[src/rtl/simmem_pkg.sv]
// Shared types and constants for the simulated-memory model.
package simmem_pkg;

    localparam int IDWidth             = 4;
    localparam int DelayWidth          = 6;
    localparam int WriteRespSchedSlots = 8;

    // Lifecycle of one write-response scheduler slot.
    typedef enum logic [1:0] {
        SlotFree     = 2'd0,
        SlotCounting = 2'd1,
        SlotExpired  = 2'd2
    } wresp_slot_state_e;

    // Per-slot payload: the AXI ID and the remaining delay.
    typedef struct packed {
        logic [IDWidth-1:0]    id;
        logic [DelayWidth-1:0] counter;
    } wresp_sched_entry_t;

endpackage

[src/rtl/simmem_age_matrix.sv]
// Relative-age tracker for a set of slots. Row i holds a bit per slot that
// is older than slot i. Freed slots have their row and column cleared, so a
// free slot's column is always zero and a new allocation only has to load
// its own row with the set of currently occupied slots.
module simmem_age_matrix #(
    parameter int NumSlots = 8
) (
    input  logic                               clk_i,
    input  logic                               rst_ni,
    input  logic [NumSlots-1:0]                alloc_i,
    input  logic [NumSlots-1:0]                free_i,
    input  logic [NumSlots-1:0]                mask_i,
    output logic [NumSlots-1:0][NumSlots-1:0]  older_o,
    output logic [NumSlots-1:0]                oldest_o
);

    logic [NumSlots-1:0]               valid_reg;
    logic [NumSlots-1:0][NumSlots-1:0] older_reg;

    // Track occupancy and update age rows on allocate/free.
    always_ff @(posedge clk_i or negedge rst_ni) begin
        if (!rst_ni) begin
            valid_reg <= '0;
            older_reg <= '0;
        end else begin
            valid_reg <= (valid_reg | alloc_i) & ~free_i;
            for (int i = 0; i < NumSlots; i++) begin
                if (free_i[i]) begin
                    older_reg[i] <= '0;
                end else if (alloc_i[i]) begin
                    // Newcomer is younger than every slot that stays occupied.
                    older_reg[i] <= valid_reg & ~free_i;
                end else begin
                    older_reg[i] <= older_reg[i] & ~free_i;
                end
            end
        end
    end

    assign older_o = older_reg;

    // A masked slot is the oldest when no older slot is also in the mask.
    for (genvar gi = 0; gi < NumSlots; gi++) begin : g_oldest
        assign oldest_o[gi] = mask_i[gi] & ~|(older_reg[gi] & mask_i);
    end

endmodule

[src/rtl/simmem_wresp_scheduler.sv]
// Write-response release scheduler: each accepted write waits its programmed
// delay, then is released oldest-first while keeping per-ID order.
module simmem_wresp_scheduler
    import simmem_pkg::*;
#(
    parameter int NumSlots = WriteRespSchedSlots,
    parameter int IdW      = IDWidth,
    parameter int DelayW   = DelayWidth
) (
    input  logic                          clk_i,
    input  logic                          rst_ni,
    input  logic                          sched_valid_i,
    output logic                          sched_ready_o,
    input  logic [IdW-1:0]                sched_id_i,
    input  logic [DelayW-1:0]             sched_delay_i,
    output logic                          release_valid_o,
    input  logic                          release_ready_i,
    output logic [IdW-1:0]                release_id_o,
    output logic [$clog2(NumSlots+1)-1:0] occupancy_o
);

    localparam int IdxW = $clog2(NumSlots);
    localparam int OccW = $clog2(NumSlots+1);

    wresp_slot_state_e  state_reg  [NumSlots];
    wresp_slot_state_e  state_next [NumSlots];
    wresp_sched_entry_t entry_reg  [NumSlots];
    wresp_sched_entry_t entry_next [NumSlots];

    logic [NumSlots-1:0]               free_mask;
    logic [NumSlots-1:0]               occ_mask;
    logic [NumSlots-1:0]               expired_mask;
    logic [NumSlots-1:0]               eligible;
    logic [NumSlots-1:0]               sel_onehot;
    logic [NumSlots-1:0]               alloc_onehot;
    logic [NumSlots-1:0]               free_onehot;
    logic [NumSlots-1:0][NumSlots-1:0] older;
    logic [NumSlots-1:0][NumSlots-1:0] same_id;

    logic            hold_valid_reg;
    logic [IdxW-1:0] hold_idx_reg;
    logic [IdxW-1:0] fresh_idx;
    logic [IdxW-1:0] sel_idx;
    logic [OccW-1:0] occ_reg;
    logic            accept;
    logic            fire;

    // Per-slot status vectors and the same-ID blocking rule.
    for (genvar gi = 0; gi < NumSlots; gi++) begin : g_slot
        assign free_mask[gi]    = (state_reg[gi] == SlotFree);
        assign expired_mask[gi] = (state_reg[gi] == SlotExpired);
        assign occ_mask[gi]     = ~free_mask[gi];
        for (genvar gj = 0; gj < NumSlots; gj++) begin : g_cmp
            assign same_id[gi][gj] = (entry_reg[gj].id == entry_reg[gi].id);
        end
        // An expired slot waits while any older live slot carries its ID.
        assign eligible[gi] = expired_mask[gi] & ~|(older[gi] & occ_mask & same_id[gi]);
    end

    // Ready depends on slot state only; a slot freed this cycle is not free yet.
    assign sched_ready_o = |free_mask;
    assign accept        = sched_valid_i & sched_ready_o;
    assign alloc_onehot  = accept ? (free_mask & (~free_mask + NumSlots'(1))) : '0;

    simmem_age_matrix #(
        .NumSlots (NumSlots)
    ) u_age_matrix (
        .clk_i    (clk_i),
        .rst_ni   (rst_ni),
        .alloc_i  (alloc_onehot),
        .free_i   (free_onehot),
        .mask_i   (eligible),
        .older_o  (older),
        .oldest_o (sel_onehot)
    );

    // Encode the oldest eligible slot.
    always_comb begin
        fresh_idx = '0;
        for (int i = 0; i < NumSlots; i++) begin
            if (sel_onehot[i]) begin
                fresh_idx = IdxW'(i);
            end
        end
    end

    // A stalled release keeps presenting the same slot until it is taken.
    assign sel_idx         = hold_valid_reg ? hold_idx_reg : fresh_idx;
    assign release_valid_o = hold_valid_reg | (|eligible);
    assign release_id_o    = release_valid_o ? entry_reg[sel_idx].id : '0;
    assign fire            = release_valid_o & release_ready_i;
    assign free_onehot     = fire ? (NumSlots'(1) << sel_idx) : '0;
    assign occupancy_o     = occ_reg;

    // Slot next-state: load on allocate, count down, free on release.
    always_comb begin
        for (int i = 0; i < NumSlots; i++) begin
            state_next[i] = state_reg[i];
            entry_next[i] = entry_reg[i];
            case (state_reg[i])
                SlotFree: begin
                    if (alloc_onehot[i]) begin
                        entry_next[i].id      = sched_id_i;
                        entry_next[i].counter = sched_delay_i;
                        state_next[i] = (sched_delay_i == '0) ? SlotExpired : SlotCounting;
                    end
                end
                SlotCounting: begin
                    if (entry_reg[i].counter <= DelayW'(1)) begin
                        entry_next[i].counter = '0;
                        state_next[i] = SlotExpired;
                    end else begin
                        entry_next[i].counter = entry_reg[i].counter - DelayW'(1);
                    end
                end
                SlotExpired: begin
                    if (free_onehot[i]) begin
                        state_next[i] = SlotFree;
                    end
                end
                default: begin
                    state_next[i] = SlotFree;
                end
            endcase
        end
    end

    // Slot state and payload registers.
    always_ff @(posedge clk_i or negedge rst_ni) begin
        if (!rst_ni) begin
            for (int i = 0; i < NumSlots; i++) begin
                state_reg[i] <= SlotFree;
                entry_reg[i] <= '0;
            end
        end else begin
            for (int i = 0; i < NumSlots; i++) begin
                state_reg[i] <= state_next[i];
                entry_reg[i] <= entry_next[i];
            end
        end
    end

    // Hold register latches the presented slot while the bank stalls.
    always_ff @(posedge clk_i or negedge rst_ni) begin
        if (!rst_ni) begin
            hold_valid_reg <= 1'b0;
            hold_idx_reg   <= '0;
        end else if (fire) begin
            hold_valid_reg <= 1'b0;
        end else if (release_valid_o) begin
            hold_valid_reg <= 1'b1;
            hold_idx_reg   <= sel_idx;
        end
    end

    // Occupancy counter: +1 per accept, -1 per release.
    always_ff @(posedge clk_i or negedge rst_ni) begin
        if (!rst_ni) begin
            occ_reg <= '0;
        end else if (accept && !fire) begin
            occ_reg <= occ_reg + OccW'(1);
        end else if (fire && !accept) begin
            occ_reg <= occ_reg - OccW'(1);
        end
    end

endmodule

[config.mk]
export PLATFORM = sky130hd
export DESIGN_NAME = simmem_wresp_scheduler
export DESIGN_NICKNAME = d
export VERILOG_FILES = /design/src/rtl/simmem_pkg.sv /design/src/rtl/simmem_age_matrix.sv /design/src/rtl/simmem_wresp_scheduler.sv
export SDC_FILE = /design/constraint.sdc
export NUM_CORES = 1
export LEC_CHECK = 0
export BUFFER_PORTS_ARGS = -buffer_cell sky130_fd_sc_hd__buf_2
export CORE_ASPECT_RATIO = 0.9
export CORE_UTILIZATION = 50
export CTS_CLUSTER_DIAMETER = 100
export CTS_CLUSTER_SIZE = 8
export DETAILED_ROUTE_END_ITERATION = 7
export GPL_TIMING_DRIVEN = 0
export PLACE_DENSITY = 0.69
export SETUP_SLACK_MARGIN = 0.2
export SLEW_MARGIN = 20
export SYNTH_ARGS = -nofsm -noshare
export SYNTH_HDL_FRONTEND = slang
export SYNTH_SLANG_ARGS = --single-unit
[constraint.sdc]
create_clock -name clk_i -period 9.9 [get_ports clk_i]
set_input_delay 1.98 -clock clk_i [delete_from_list [all_inputs] [get_ports clk_i]]
set_output_delay 1.98 -clock clk_i [all_outputs]
set_load 0.005 [all_outputs]
Word level (Yosys, flattened, before mapping)
Cells that the tools add are included.

Output and inout port bits: 10. Logic and storage cells: 389. Register bits: 176. Bits of input ports: 14.

Muxes and demuxes: 91. Add/sub/neg operators: 11. Order comparisons: 9. Bitwise operators: 65. Reductions and logical operators: 80. Eq/ne operators: 96. Shift-type cells: 1.

Operators with widths (number): 8-bit bitwise AND (34); 4-bit equality test (56); 8-bit 2-to-1 mux (18); 8-bit OR reduction (17); 6-bit 2-to-1 mux (16); 6-bit case mux with 2 select lines (8); 2-bit 2-to-1 mux (27); 6-bit by 1-bit less-or-equal comparator with 1-bit output (second input constant) (8); 2-bit case mux with 3 select lines (8); 6-bit by 1-bit subtractor with 6-bit output (second input constant) (8); 2-bit AND reduction (17); 2-bit by 1-bit != test with 1-bit output (second input constant) (16); 10-bit binary-select mux with 3-bit select (1); 3-bit AND reduction (8); 10-bit 2-to-1 mux (2); 2-bit nonzero test (10); 1-bit bitwise AND (17); 1-bit logical NOT (17); 2-bit by 1-bit equality test with 1-bit output (second input constant) (8); 2-bit equality test (second input constant) (8); 2-bit logical NOT (8); 2-bit != test (second input constant) (8); 8-bit inverter (2); 3-bit 2-to-1 mux (5); 13 further kinds (26).

Depth between registers and ports, before layout
Gate-level depths: netlist (run 1).

Depth after elaboration: 25. Depth in mapped cells: 18. Mapped depth without buffers: 16.

Cells and area by module
A second synthesis (run 1) with hierarchy kept.

Cells, all modules: 1272. Area total of the unflattened synthesis: 11398.4 um^2.

By module, submodules not included: simmem_wresp_scheduler (instances 1, seq. area each 2602.5 um^2, cells each 960, area each 7940.1 um^2); simmem_age_matrix (instances 1, seq. area each 1801.7 um^2, cells each 312, area each 3458.3 um^2).

Least setup slack after synthesis (run 1)
Ideal clock, no wire load.

Path type: register to output. Start: register state_reg[4] (netlist bit). End: output port release_id_o[1]. Stages on the path, launching flop included: 13. Buffers on the path: 1. Path slack: 4824 ps. Arrival time: 3096 ps. Data required time: 7920 ps. Path through: dfrtp_1 or2_1 buf_6 and2_0 a32o_2 or4_1 a2111oi_2 nand3_1 o22a_1 o21ai_0 nand2_1 a311oi_1 nor4b_2.

Word-level cells in the longest chain between the ends: 24. Elaborated cells between the ends (all ways): 86.

RTL lines: start: declaration (line simmem_wresp_scheduler.sv:25) `wresp_slot_state_e state_reg [NumSlots];`; start signal: indexed assignment (line simmem_wresp_scheduler.sv:132) `state_reg[i] <= SlotFree;`; start signal: indexed assignment (line simmem_wresp_scheduler.sv:137) `state_reg[i] <= state_next[i];`; 2-bit logical NOT (line simmem_wresp_scheduler.sv:50) `assign free_mask[gi] = (state_reg[gi] == SlotFree);`; 1-bit inverter (line simmem_wresp_scheduler.sv:52) `assign occ_mask[gi] = ~free_mask[gi];`; 8-bit bitwise AND (2 in a row) (line simmem_wresp_scheduler.sv:57) `assign eligible[gi] = expired_mask[gi] & ~|(older[gi] & occ_mask & same_id[gi]);`; 8-bit OR reduction (line simmem_wresp_scheduler.sv:57); 1-bit logical NOT (line simmem_wresp_scheduler.sv:57); 1-bit bitwise AND (line simmem_wresp_scheduler.sv:57); 8-bit bitwise AND (line simmem_age_matrix.sv:44) `assign oldest_o[gi] = mask_i[gi] & ~|(older_reg[gi] & mask_i);`; 8-bit OR reduction (line simmem_age_matrix.sv:44); [... 2 more ...]; 1-bit 2-to-1 mux (line simmem_wresp_scheduler.sv:81) `if (sel_onehot[i]) begin`; 2-bit 2-to-1 mux (2 in a row) (line simmem_wresp_scheduler.sv:81); 3-bit 2-to-1 mux (4 in a row) (line simmem_wresp_scheduler.sv:81); 3-bit 2-to-1 mux (line simmem_wresp_scheduler.sv:88) `assign sel_idx = hold_valid_reg ? hold_idx_reg : fresh_idx;`; 3-bit inverter with 4-bit output (implied by the code) (line simmem_wresp_scheduler.sv:90) `assign release_id_o = release_valid_o ? entry_reg[sel_idx].id : '0;`; 10-bit binary-select mux with 3-bit select (line simmem_wresp_scheduler.sv:90); 10-bit 2-to-1 mux (implied by the code) (2 in a row) (line simmem_wresp_scheduler.sv:90); 4-bit 2-to-1 mux * (line simmem_wresp_scheduler.sv:90); end: declaration (line simmem_wresp_scheduler.sv:18) `output logic [IdW-1:0] release_id_o,`.

Mark *: on every way between the ends. The rest lies on a longest branch, timed or not. The select of a mux whose other input is x is not followed.

Worst setup path after layout (run 1)
Start: register entry_reg[27] (netlist bit). End: output port release_id_o[0].

Word-level cells in the longest chain between the ends: 22. Elaborated cells between the ends (all ways): 89.

RTL lines: start: declaration (line simmem_wresp_scheduler.sv:27) `wresp_sched_entry_t entry_reg [NumSlots];`; start signal: indexed assignment (line simmem_wresp_scheduler.sv:138) `entry_reg[i] <= entry_next[i];`; 4-bit equality test (line simmem_wresp_scheduler.sv:54) `assign same_id[gi][gj] = (entry_reg[gj].id == entry_reg[gi].id);`; 8-bit bitwise AND (line simmem_wresp_scheduler.sv:57); 8-bit OR reduction (line simmem_wresp_scheduler.sv:57); 1-bit logical NOT (line simmem_wresp_scheduler.sv:57); 1-bit bitwise AND (line simmem_wresp_scheduler.sv:57); 8-bit bitwise AND (line simmem_age_matrix.sv:44); 8-bit OR reduction (line simmem_age_matrix.sv:44); 1-bit logical NOT (line simmem_age_matrix.sv:44); 1-bit bitwise AND (line simmem_age_matrix.sv:44); 1-bit 2-to-1 mux (line simmem_wresp_scheduler.sv:81); 2-bit 2-to-1 mux (2 in a row) (line simmem_wresp_scheduler.sv:81); 3-bit 2-to-1 mux (4 in a row) (line simmem_wresp_scheduler.sv:81); 3-bit 2-to-1 mux (line simmem_wresp_scheduler.sv:88); 3-bit inverter with 4-bit output (implied by the code) (line simmem_wresp_scheduler.sv:90); 10-bit binary-select mux with 3-bit select (line simmem_wresp_scheduler.sv:90); 10-bit 2-to-1 mux (implied by the code) (2 in a row) (line simmem_wresp_scheduler.sv:90); 4-bit 2-to-1 mux * (line simmem_wresp_scheduler.sv:90).

Marks and branches as above.

==> flow_summary.yaml, run 1 <==
yosys:
  avgSynthCellArea_um2: 9.199
  synthTopCellsByCount: "dfrtp_1 (176), nand2_1 (175), xnor2_1 (95), nor2_1 (90), mux2i_1 (70)"
  synth_top_area_share_pct: 38.18
  synthArstFlopShare_pct: 100.0
  synth_area_mm2: 0.01154
  synth_nets: 1288
  synthCells: 1254
  synth_seq_area_share_pct: 38.18
  post-synth-top-area-cell: "dfrtp_1"
  ys_warn_count: 0
  ys_types: 88
  synth_seq_cells: 176
  synth_edf_count: 0
  synth.most_common_cell: "dfrtp_1"
  synth.area.top_cells: "dfrtp_1 (38%), xnor2_1 (7.2%), mux2i_1 (6.1%), nand2_1 (5.7%), nor2_1 (2.9%)"
  synth-main-ff-cell: "dfrtp_1"
run:
  maxCapViolCount: 0
timing:
  drv_slew: 0
  worst_slack_ns: 2.875
  fin_tns_setup_ns: 0
  setup-violations-final: 0
  fin_skew_ns: 0.01429
  rsz0062_at_grt: "false"
  worst_pin_slew_ns: 0.9792
  maxSlewHeadroom_pct: 34.18
  timing.fmax_ghz: 0.1423
  fin_crit_ns: 7.025
  hold_viol: 0
  fin_crit_sh_pct: 70.96
die:
  start_util_pct: 51.10
  core_area_mm2: 0.02258
  io_pins: 24
  die_h_um: 146.1
  die-area_mm2: 0.02368
  row_count: 52
  die_w_um: 162.1
clock_tree:
  clk_path_buf_depth: 2
  htreeDepth: 4
  cts_hold_buffers: 0
  cts_setup_buffers: 0
  cts_tree: "yes"
  root_buffer: "clkbuf_16"
  clk_latency_ns: 0.44
  cts_resized: 0
  cts.sinks: 176
  clk_transition_reported_paths_ns: 0.08
  cts_made_buffers: 17
grt:
  grt_overflow_total: 0
  track_usage_pct: 31.37
  grt_pass1_vias: 9420
  antenna_found_initial: 0
  grt_pass1_wl_um: 56200
  grt_max_degree: 74
detailed_routing:
  first_pass_iters: 5
  highest_layer: "met4"
  post-route-drc-count: 0
  dr_total_vias: 10060
  wl_met3_um: 3194
  wl_met1_um: 16180
  drt-initial-drc-count: 1015
  route.met2.wl_um: 15780
  ant_nets: 0
  drt-total-wl_um: 36260
  viasPerCell: 6.269
  avgRoutedWirePerCell_um: 22.59
setup_path:
  crit_fanout: 10
  crit_chain: "buf_2 > xor2_1 > nor4_1 > a32o_2 > nor4_4 > a222oi_1 > a31oi_1 > a32oi_2 > a2111o_1 > o311ai_1 > a211oi_1 > buf_2"
  max_stage_delay_ns: 0.83
  cp-start-kind: "flip-flop"
  path_class: "flip-flop to output port"
  cp.required_ns: 7.92
  slowest_stage: "nor4_1"
  cpMostUsedCell: "buf_2"
  cp.arrival_ns: 5.05
  cpLargestDelayFamily: "compound AO/OA/AOI/OAI gates"
  critPathCaptureType: "output port"
  cp_num_buf_inv: 2
placed_design:
  dpl.hpwl_um: 26500
  gp_congestion: 1.012
  dp.cells: 1573
  place_ws_ns: 3.537
  place_area_mm2: 0.01210
  io_buffer_count: 17
power:
  power_density_mw_per_mm2: 314.8
  ir_drop_v: 0.0001314
  leakage_nw: 5.237
layout:
  fin_nets: 1329
  drive_gt1_share_pct: 13.15
  syn2layout_area_growth_pct: 10.27
  postLayoutCellArea_mm2: 0.01272
  final_util_pct: 56.35
  fin_cells: 1605
  num_antenna_cells: 0
  largest_register_ffs: 80
run_status:
  status: "finished, final reports clean"
worst_hold_path:
  hold_class: "flip-flop to flip-flop"
[logic make-up after synthesis]
group | after synthesis | share of synthesized area, %
AND/OR/NAND/NOR | 510 | 23.80
AO/OA/AOI/OAI | 231 | 14.74
flip-flops | 176 | 38.18
buffers and inverters | 118 | 4.902
XOR/XNOR | 116 | 8.807
multiplexers | 83 | 7.343
adder cells (fa/ha/maj) | 20 | 2.234
[report_power, final]
part           leakage, nW  switching [mW]  total, mW  internal, mW
clock                0.300           0.316      0.728         0.412
combinational         2.67            1.33       2.15         0.819
sequential            2.27           0.181       1.12         0.943
[worst reg2reg max path: stages, from the launching register on]
cell and delay (ns):
dfrtp_1 0.37, buf_2 0.24, xor2_1 0.19, nor4_1 0.83, a2bb2o_1 0.36, nor4_4 0.11, nor4b_1 0.33, nand3_1 0.32
nand2_1 0.39, buf_4 0.30, ha_1 0.23, inv_1 0.10, ha_1 0.28, a21o_1 0.16, a21oi_1 0.17, xnor2_1 0.14
nor2_1 0.07, xor2_1 0.14
[routing by layer]
metal	vias up	track usage, %
met2	449	45.62
met5	-	0
met1	4976	45.08
met4	0	11.08
li1	4567	-
met3	69	7.784
[metrics by stage]
| stage | power, mW | hold slack, ns |
|---|---|---|
| 2_1_floorplan | 2.646 | 0.4596 |
| 3_3_place_gp | 3.172 | 0.4611 |
| 3_5_place_dp | 3.232 | 0.4557 |
| 4_1_cts | 3.966 | 0.4756 |
| 5_1_grt | 4.247 | 0.4983 |
| 6_report | 4.004 | 0.4687 |
[final cells by class]
cell class	instances	area (µm²)
tap	297	371.6
inverter	27	101.3
multi-input combinational	960	6590
clock inverter	12	172.7
timing repair buffer	22	170.2
buffer	91	464.2
fill	2016	9856
clock buffer	20	446.7
sequential	176	4404
[worst paths after layout]
check | startpoint | endpoint | slack (ns) | cells past startpoint
max in group asynchronous | rst_ni | u_age_matrix.older_o[7] | 7.42 | 3
hold / removal | occupancy_o[3] | occupancy_o[3] | 0.47 | 1
hold reg to reg | occupancy_o[3] | occupancy_o[3] | 0.47 | 1
min in group asynchronous | rst_ni | entry_reg[26] | 1.44 | 1
setup / recovery | entry_reg[27] | release_id_o[0] | 2.87 | 12
setup reg to reg | entry_reg[27] | occupancy_o[3] | 5.08 | 17
[placed cells by master, fill, tap and decap left out, types with 10 or more instances in the layout]
master       n
o22ai_1     29
buf_2       52
nor3_2      18
mux2i_1     70
inv_1       27
nand2_1    175
ha_1        19
nand4_1     29
clkbuf_16   17
nand2b_1    23
o211ai_1    11
nor3b_1     10
clkbuf_1    36
dfrtp_1    176
a21oi_1     25
a22oi_1     13
xor2_1      21
mux2_2      13
and2_1      11
nor4_1      15
a221o_1     16
xnor2_1     95
nor3_1      61
nor2_1      90
o21ai_0     60
No activity file was read; power rests on OpenSTA's default activity.
==> run 2: changes to the inputs <==
--- a/config.mk
+++ b/config.mk
@@ -5,6 +5,7 @@
 export SDC_FILE = /design/constraint.sdc
 export NUM_CORES = 1
 export LEC_CHECK = 0
+export ABC_AREA = 1
 export BUFFER_PORTS_ARGS = -buffer_cell sky130_fd_sc_hd__buf_2
 export CORE_ASPECT_RATIO = 0.9
 export CORE_UTILIZATION = 50
@@ -12,7 +13,7 @@
 export CTS_CLUSTER_SIZE = 8
 export DETAILED_ROUTE_END_ITERATION = 7
 export GPL_TIMING_DRIVEN = 0
-export PLACE_DENSITY = 0.69
+export PLACE_DENSITY = 0.71
 export SETUP_SLACK_MARGIN = 0.2
 export SLEW_MARGIN = 20
 export SYNTH_ARGS = -nofsm -noshare
==> constraint.sdc (replaced) <==
create_clock -name clk_i -period 5.91 [get_ports clk_i]
set_input_delay 1.182 -clock clk_i [delete_from_list [all_inputs] [get_ports clk_i]]
set_output_delay 1.182 -clock clk_i [all_outputs]
set_load 0.005 [all_outputs]
==> run 2 against run 1 <==
Net effect: the run now ends with design-rule violations left; setup slack lost 2.2 ns; non-clock buffer count shrank 19; wire length grew 10%; critical path type unchanged; largest power group unchanged.
==> flow_summary.yaml, run 2 <==
clock_tree:
  clk_path_buf_depth: 2
  cts_resized: 0
  cts.sinks: 176
  cts_tree: "yes"
  cts_setup_buffers: 0
  clk_transition_reported_paths_ns: 0.08
  clk_latency_ns: 0.45
  cts_made_buffers: 17
  root_buffer: "clkbuf_16"
  cts_hold_buffers: 0
  htreeDepth: 4
power:
  ir_drop_v: 0.0002158
  leakage_nw: 6.503
  power_density_mw_per_mm2: 367.6
yosys:
  synth.most_common_cell: "nand2_1"
  synth_seq_cells: 176
  synthCells: 1792
  synth_nets: 1826
  avgSynthCellArea_um2: 6.780
  synth_seq_area_share_pct: 36.25
  synth_edf_count: 0
  synth.area.top_cells: "dfrtp_1 (36%), nand2_1 (19%), o21ai_0 (6.1%), nand3_1 (5.4%), nor2_1 (5.2%)"
  synth-main-ff-cell: "dfrtp_1"
  ys_types: 42
  synth_top_area_share_pct: 36.25
  synthArstFlopShare_pct: 100.0
  ys_warn_count: 0
  post-synth-top-area-cell: "dfrtp_1"
  synth_area_mm2: 0.01215
  synthTopCellsByCount: "nand2_1 (616), dfrtp_1 (176), nor2_1 (169), inv_1 (158), o21ai_0 (148)"
grt:
  grt_overflow_total: 0
  antenna_found_initial: 0
  grt_pass1_vias: 10970
  track_usage_pct: 33.07
  grt_max_degree: 81
  grt_pass1_wl_um: 62460
setup_path:
  cp_num_buf_inv: 6
  cp-start-kind: "flip-flop"
  cpMostUsedCell: "nand2_1"
  path_class: "flip-flop to output port"
  max_stage_delay_ns: 0.40
  slowest_stage: "nor2_1"
  cpLargestDelayFamily: "simple AND/OR/NAND/NOR gates"
  crit_fanout: 10
  cp.arrival_ns: 4.06
  critPathCaptureType: "output port"
  cp.required_ns: 4.73
timing:
  setup-violations-final: 0
  fin_crit_sh_pct: 88.74
  fin_crit_ns: 5.244
  drv_slew: 0
  fin_tns_setup_ns: 0
  hold_viol: 0
  worst_pin_slew_ns: 0.9095
  maxSlewHeadroom_pct: 39.37
  fin_skew_ns: 0.01383
  timing.fmax_ghz: 0.1907
  rsz0062_at_grt: "false"
layout:
  seq_area_mm2: 0.004404
  syn2layout_area_growth_pct: 9.227
  num_antenna_cells: 0
  mostFrequentLayoutCell: "nand2_1"
  final_util_pct: 56.22
  drive_gt1_share_pct: 10.89
  fin_nets: 1866
  fillerInstances: 2308
  largest_register_ffs: 80
  multi_input_area_mm2: 0.006447
  fin_cells: 2147
  final_cell_mix: "nand2_1 (616), dfrtp_1 (176), nor2_1 (169)"
placed_design:
  gp_congestion: 1.060
  dp.cells: 2115
  io_buffer_count: 19
  dpl.hpwl_um: 29410
detailed_routing:
  avgRoutedWirePerCell_um: 18.58
  viasPerCell: 5.636
  post-route-drc-count: 3
  drt-initial-drc-count: 1435
  drt-total-wl_um: 39900
  first_pass_iters: 8
  ant_nets: 0
  dr_total_vias: 12100
run_status:
  status: "finished with violations"
  violations: "design-rule violations"
die:
  die_h_um: 149.9
  row_count: 53
  start_util_pct: 51.47
  core_area_mm2: 0.02361
  die-area_mm2: 0.02493
  die_w_um: 166.3
  io_pins: 24
worst_hold_path:
  hold_class: "flip-flop to flip-flop"
run:
  maxCapViolCount: 0
run 2: cell count changes after synthesis, moves of 21 or more:
cell / change
buf_2: -29
buf_4: +34
inv_1: +131
inv_2: +30
mux2i_1: -70
nand2_1: +441
nand2b_1: -23
nand3_1: +121
nand3b_1: +21
nor2_1: +79
nor3_1: -45
o21ai_0: +88
o21ai_1: +22
xnor2_1: -84
run 2: power breakdown:
| group | total [mW] | leakage, nW | switching (mW) | internal (mW) |
|---|---|---|---|---|
| clock network | 1.15 | 0.282 | 0.580 | 0.574 |
| registers | 1.51 | 2.15 | 0.124 | 1.39 |
| logic | 2.21 | 4.07 | 1.52 | 0.693 |
| total | 4.88 | 6.50 | 2.22 | 2.66 |
run 2: kinds of logic after synthesis:
| logic type | count (synthesis) | synth area share, % |
|---|---|---|
| AND/OR/NAND/NOR | 1009 | 35.37 |
| XOR/XNOR | 50 | 3.604 |
| AO/OA/AOI/OAI | 249 | 11.22 |
| multiplexers | 8 | 0.7415 |
| flip-flops | 176 | 36.25 |
| adder cells (fa/ha/maj) | 20 | 2.121 |
| buffers and inverters | 280 | 10.69 |
run 2: worst paths after layout:
check,startpoint,end,slack (ns),cells past startpoint
max,entry_reg[16],release_id_o[0],0.67,25
min in group asynchronous,rst_ni,entry_reg[69],0.60,1
min,occupancy_o[3],occupancy_o[3],0.48,1
max reg2reg,entry_reg[79],occupancy_o[3],1.51,22
min reg2reg,occupancy_o[3],occupancy_o[3],0.48,1
max in group asynchronous,rst_ni,u_age_matrix.older_o[25],4.57,2
run 2: through the flow:
stage | power, mW | worst slack [ns] | hold WS [ns] | area, µm²
floorplan | 3.042 | 2.234 | 0.4452 | 12150
global placement | 3.629 | 0.6491 | 0.4587 | 12620
detailed placement | 3.687 | 1.329 | 0.4615 | 12690
CTS | 4.840 | 0.8246 | 0.4806 | 13270
global route | 5.173 | 0.5278 | 0.5074 | 13270
finish | 4.878 | 0.6657 | 0.4773 | 13270
run 2: area by class of cell:
cell class	count	share of cell area, %
flip-flops and latches	176	33.19
inverters	207	6.156
repair buffers	21	1.207
plain buffers	73	3.630
clock inverters	14	1.084
clock buffers	18	3.309
well taps	302	2.847
multi-input cells	1336	48.58
run 2: per-layer routing:
| metal | global-route usage [%] | part of all wire [%] | vias up |
|---|---|---|---|
| met5 | 0 | 0 | - |
| met4 | 15.60 | 5.0 | 0 |
| met3 | 5.448 | 7.8 | 107 |
| met2 | 50.99 | 43 | 542 |
| met1 | 45.55 | 45 | 5664 |
| li1 | - | - | 5787 |
==> run 3: changes to the inputs <==
--- a/config.mk
+++ b/config.mk
@@ -6,14 +6,17 @@
 export NUM_CORES = 1
 export LEC_CHECK = 0
 export ABC_AREA = 1
+export ABC_CLOCK_PERIOD_IN_PS = 5910
 export BUFFER_PORTS_ARGS = -buffer_cell sky130_fd_sc_hd__buf_2
+export CELL_PAD_IN_SITES_DETAIL_PLACEMENT = 1
+export CELL_PAD_IN_SITES_GLOBAL_PLACEMENT = 2
 export CORE_ASPECT_RATIO = 0.9
-export CORE_UTILIZATION = 50
+export CORE_UTILIZATION = 33
 export CTS_CLUSTER_DIAMETER = 100
 export CTS_CLUSTER_SIZE = 8
 export DETAILED_ROUTE_END_ITERATION = 7
 export GPL_TIMING_DRIVEN = 0
-export PLACE_DENSITY = 0.71
+export PLACE_DENSITY = 0.8
 export SETUP_SLACK_MARGIN = 0.2
 export SLEW_MARGIN = 20
 export SYNTH_ARGS = -nofsm -noshare
==> run 3 against run 2 <==
Net effect: first-iteration DRC count decreased by 48%; final area increased by 2.1%; sequential share of layout area decreased by 0.67 points; sequential power about the same; global-route usage decreased by 6.7 points; clock skew decreased by 0.0045 ns; die area increased by 51%; combinational power increased by 2%; critical path type unchanged; the flow now finishes without violations; highest routed layer is now met5; final cell count increased by 8.1%; wire length increased by 20%; critical path depth unchanged; non-clock buffer count unchanged.
==> flow_summary.yaml, run 3 (same netlist as run 2, synthesis figures left out) <==
power:
  leakage_nw: 6.533
  p_seq_share_pct: 30.0
  ir_drop_v: 0.0002223
  comb_power_share_pct: 44.7
  p_sw_share_pct: 44.83
  p_int_mw: 2.795
  power_density_mw_per_mm2: 373.9
  net-switching-power_mw: 2.270
  clock_power_share_pct: 25.3
detailed_routing:
  drt-total-wl_um: 47780
  drt-initial-drc-count: 750
  dr_total_vias: 12100
  avgRoutedWirePerCell_um: 20.59
  viasPerCell: 5.213
  ant_nets: 0
  post-route-drc-count: 0
  first_pass_iters: 5
clock_tree:
  clk_latency_ns: 0.46
  cts_resized: 0
  root_buffer: "clkbuf_16"
  cts_setup_buffers: 0
  cts_made_buffers: 17
  clk_transition_reported_paths_ns: 0.07
  clk_path_buf_depth: 2
  cts.sinks: 176
  cts_tree: "yes"
  cts_hold_buffers: 0
  htreeDepth: 4
timing:
  maxSlewHeadroom_pct: 33.30
  fin_skew_ns: 0.009349
  worst_slack_ns: 0.5856
  timing.fmax_ghz: 0.1878
  drv_slew: 0
  timing.hold.ws_ns: 0.4764
  fin_tns_setup_ns: 0
  setup-violations-final: 0
  fin_crit_ns: 5.324
  hold_viol: 0
  worst_pin_slew_ns: 1.000
  fin_crit_sh_pct: 90.09
  rsz0062_at_grt: "false"
placed_design:
  dpl.hpwl_um: 36170
  place_area_mm2: 0.01291
  place_ws_ns: 1.059
  dp.cells: 2289
  gp_congestion: 0.9577
  io_buffer_count: 19
layout:
  drive_gt1_share_pct: 10.89
  largest_register_ffs: 80
  syn2layout_area_growth_pct: 11.49
  fin_cells: 2321
  mostFrequentLayoutCell: "nand2_1"
  final_cell_mix: "nand2_1 (616), dfrtp_1 (176), nor2_1 (169)"
  num_antenna_cells: 0
  fin_nets: 1866
  postLayoutCellArea_mm2: 0.01355
grt:
  grt_pass1_wl_um: 73680
  track_usage_pct: 26.38
  grt_pass1_vias: 12150
  grt_max_degree: 66
  grt_overflow_total: 0
  antenna_found_initial: 1
run_status:
  status: "finished, final reports clean"
setup_path:
  max_stage_delay_ns: 0.39
  cpMostUsedCell: "nand2_1"
  critPathCaptureType: "output port"
  cp-start-kind: "flip-flop"
  cp.arrival_ns: 4.14
  crit_fanout: 10
  path_class: "flip-flop to output port"
  slowest_stage: "nor2_1"
  cp_num_buf_inv: 6
  cpLargestDelayFamily: "simple AND/OR/NAND/NOR gates"
  cp.required_ns: 4.73
die:
  die_w_um: 204.3
  die_h_um: 184.0
  start_util_pct: 33.59
  die-area_mm2: 0.03759
  io_pins: 24
  core_area_mm2: 0.03617
  row_count: 66
worst_hold_path:
  hold_class: "flip-flop to flip-flop"
run:
  maxCapViolCount: 0
## run 3: cell types whose count changed in the layout (fill, tap and decap cells not counted)
cell and change:
inv_8 -4, inv_6 +1, bufinv_16 +3, clkinvlp_4 -1
clkbuf_8 +2, clkinv_8 -1
## run 3: stage by stage
step | util, % | total power, mW
final | 37.45 | 5.065
after global routing | 37.45 | 5.400
after detailed placement | 35.68 | 3.801
after global placement | 35.50 | 3.724
after CTS | 37.45 | 5.099
after floorplan | - | 3.042
## run 3: final cells by class
class                      instances  area, µm²
fill                            4681      22620
multi-input combinational       1336       6447
sequential                       176       4404
inverter                         207      817.0
tap                              476      595.6
buffer                            73      481.7
clock buffer                      20      466.7
clock inverter                    12      173.9
timing repair buffer              21      160.2
## run 3: power groups by stage
stage | logic [mW] | clock network [mW] | registers, mW
after floorplan | 1.53 | 0 | 1.51
after global placement | 2.19 | 0 | 1.53
after detailed placement | 2.26 | 0 | 1.54
after CTS | 2.27 | 1.31 | 1.52
after global routing | 2.52 | 1.34 | 1.54
final | 2.26 | 1.28 | 1.52
## run 3: path summary, 6_finish.rpt
| path | from | end | slack (ns) | depth (start not counted) |
|---|---|---|---|---|
| max | entry_reg[16] | release_id_o[0] | 0.59 | 25 |
| min | occupancy_o[3] | occupancy_o[3] | 0.48 | 1 |
| max reg2reg | entry_reg[8] | occupancy_o[3] | 1.31 | 22 |
| min reg2reg | occupancy_o[3] | occupancy_o[3] | 0.48 | 1 |
| max in group asynchronous | rst_ni | u_age_matrix.older_o[43] | 4.55 | 2 |
| min in group asynchronous | rst_ni | entry_reg[27] | 0.63 | 1 |
## run 3: metal layers
layer / vias up / global-route usage (%) / wire, µm
li1: 5779 / - / -
met1: 6009 / 36.66 / 23030
met3: 67 / 3.527 / 1647
met5: - / 0 / 18
met2: 243 / 41.68 / 21550
met4: 2 / 9.403 / 1538
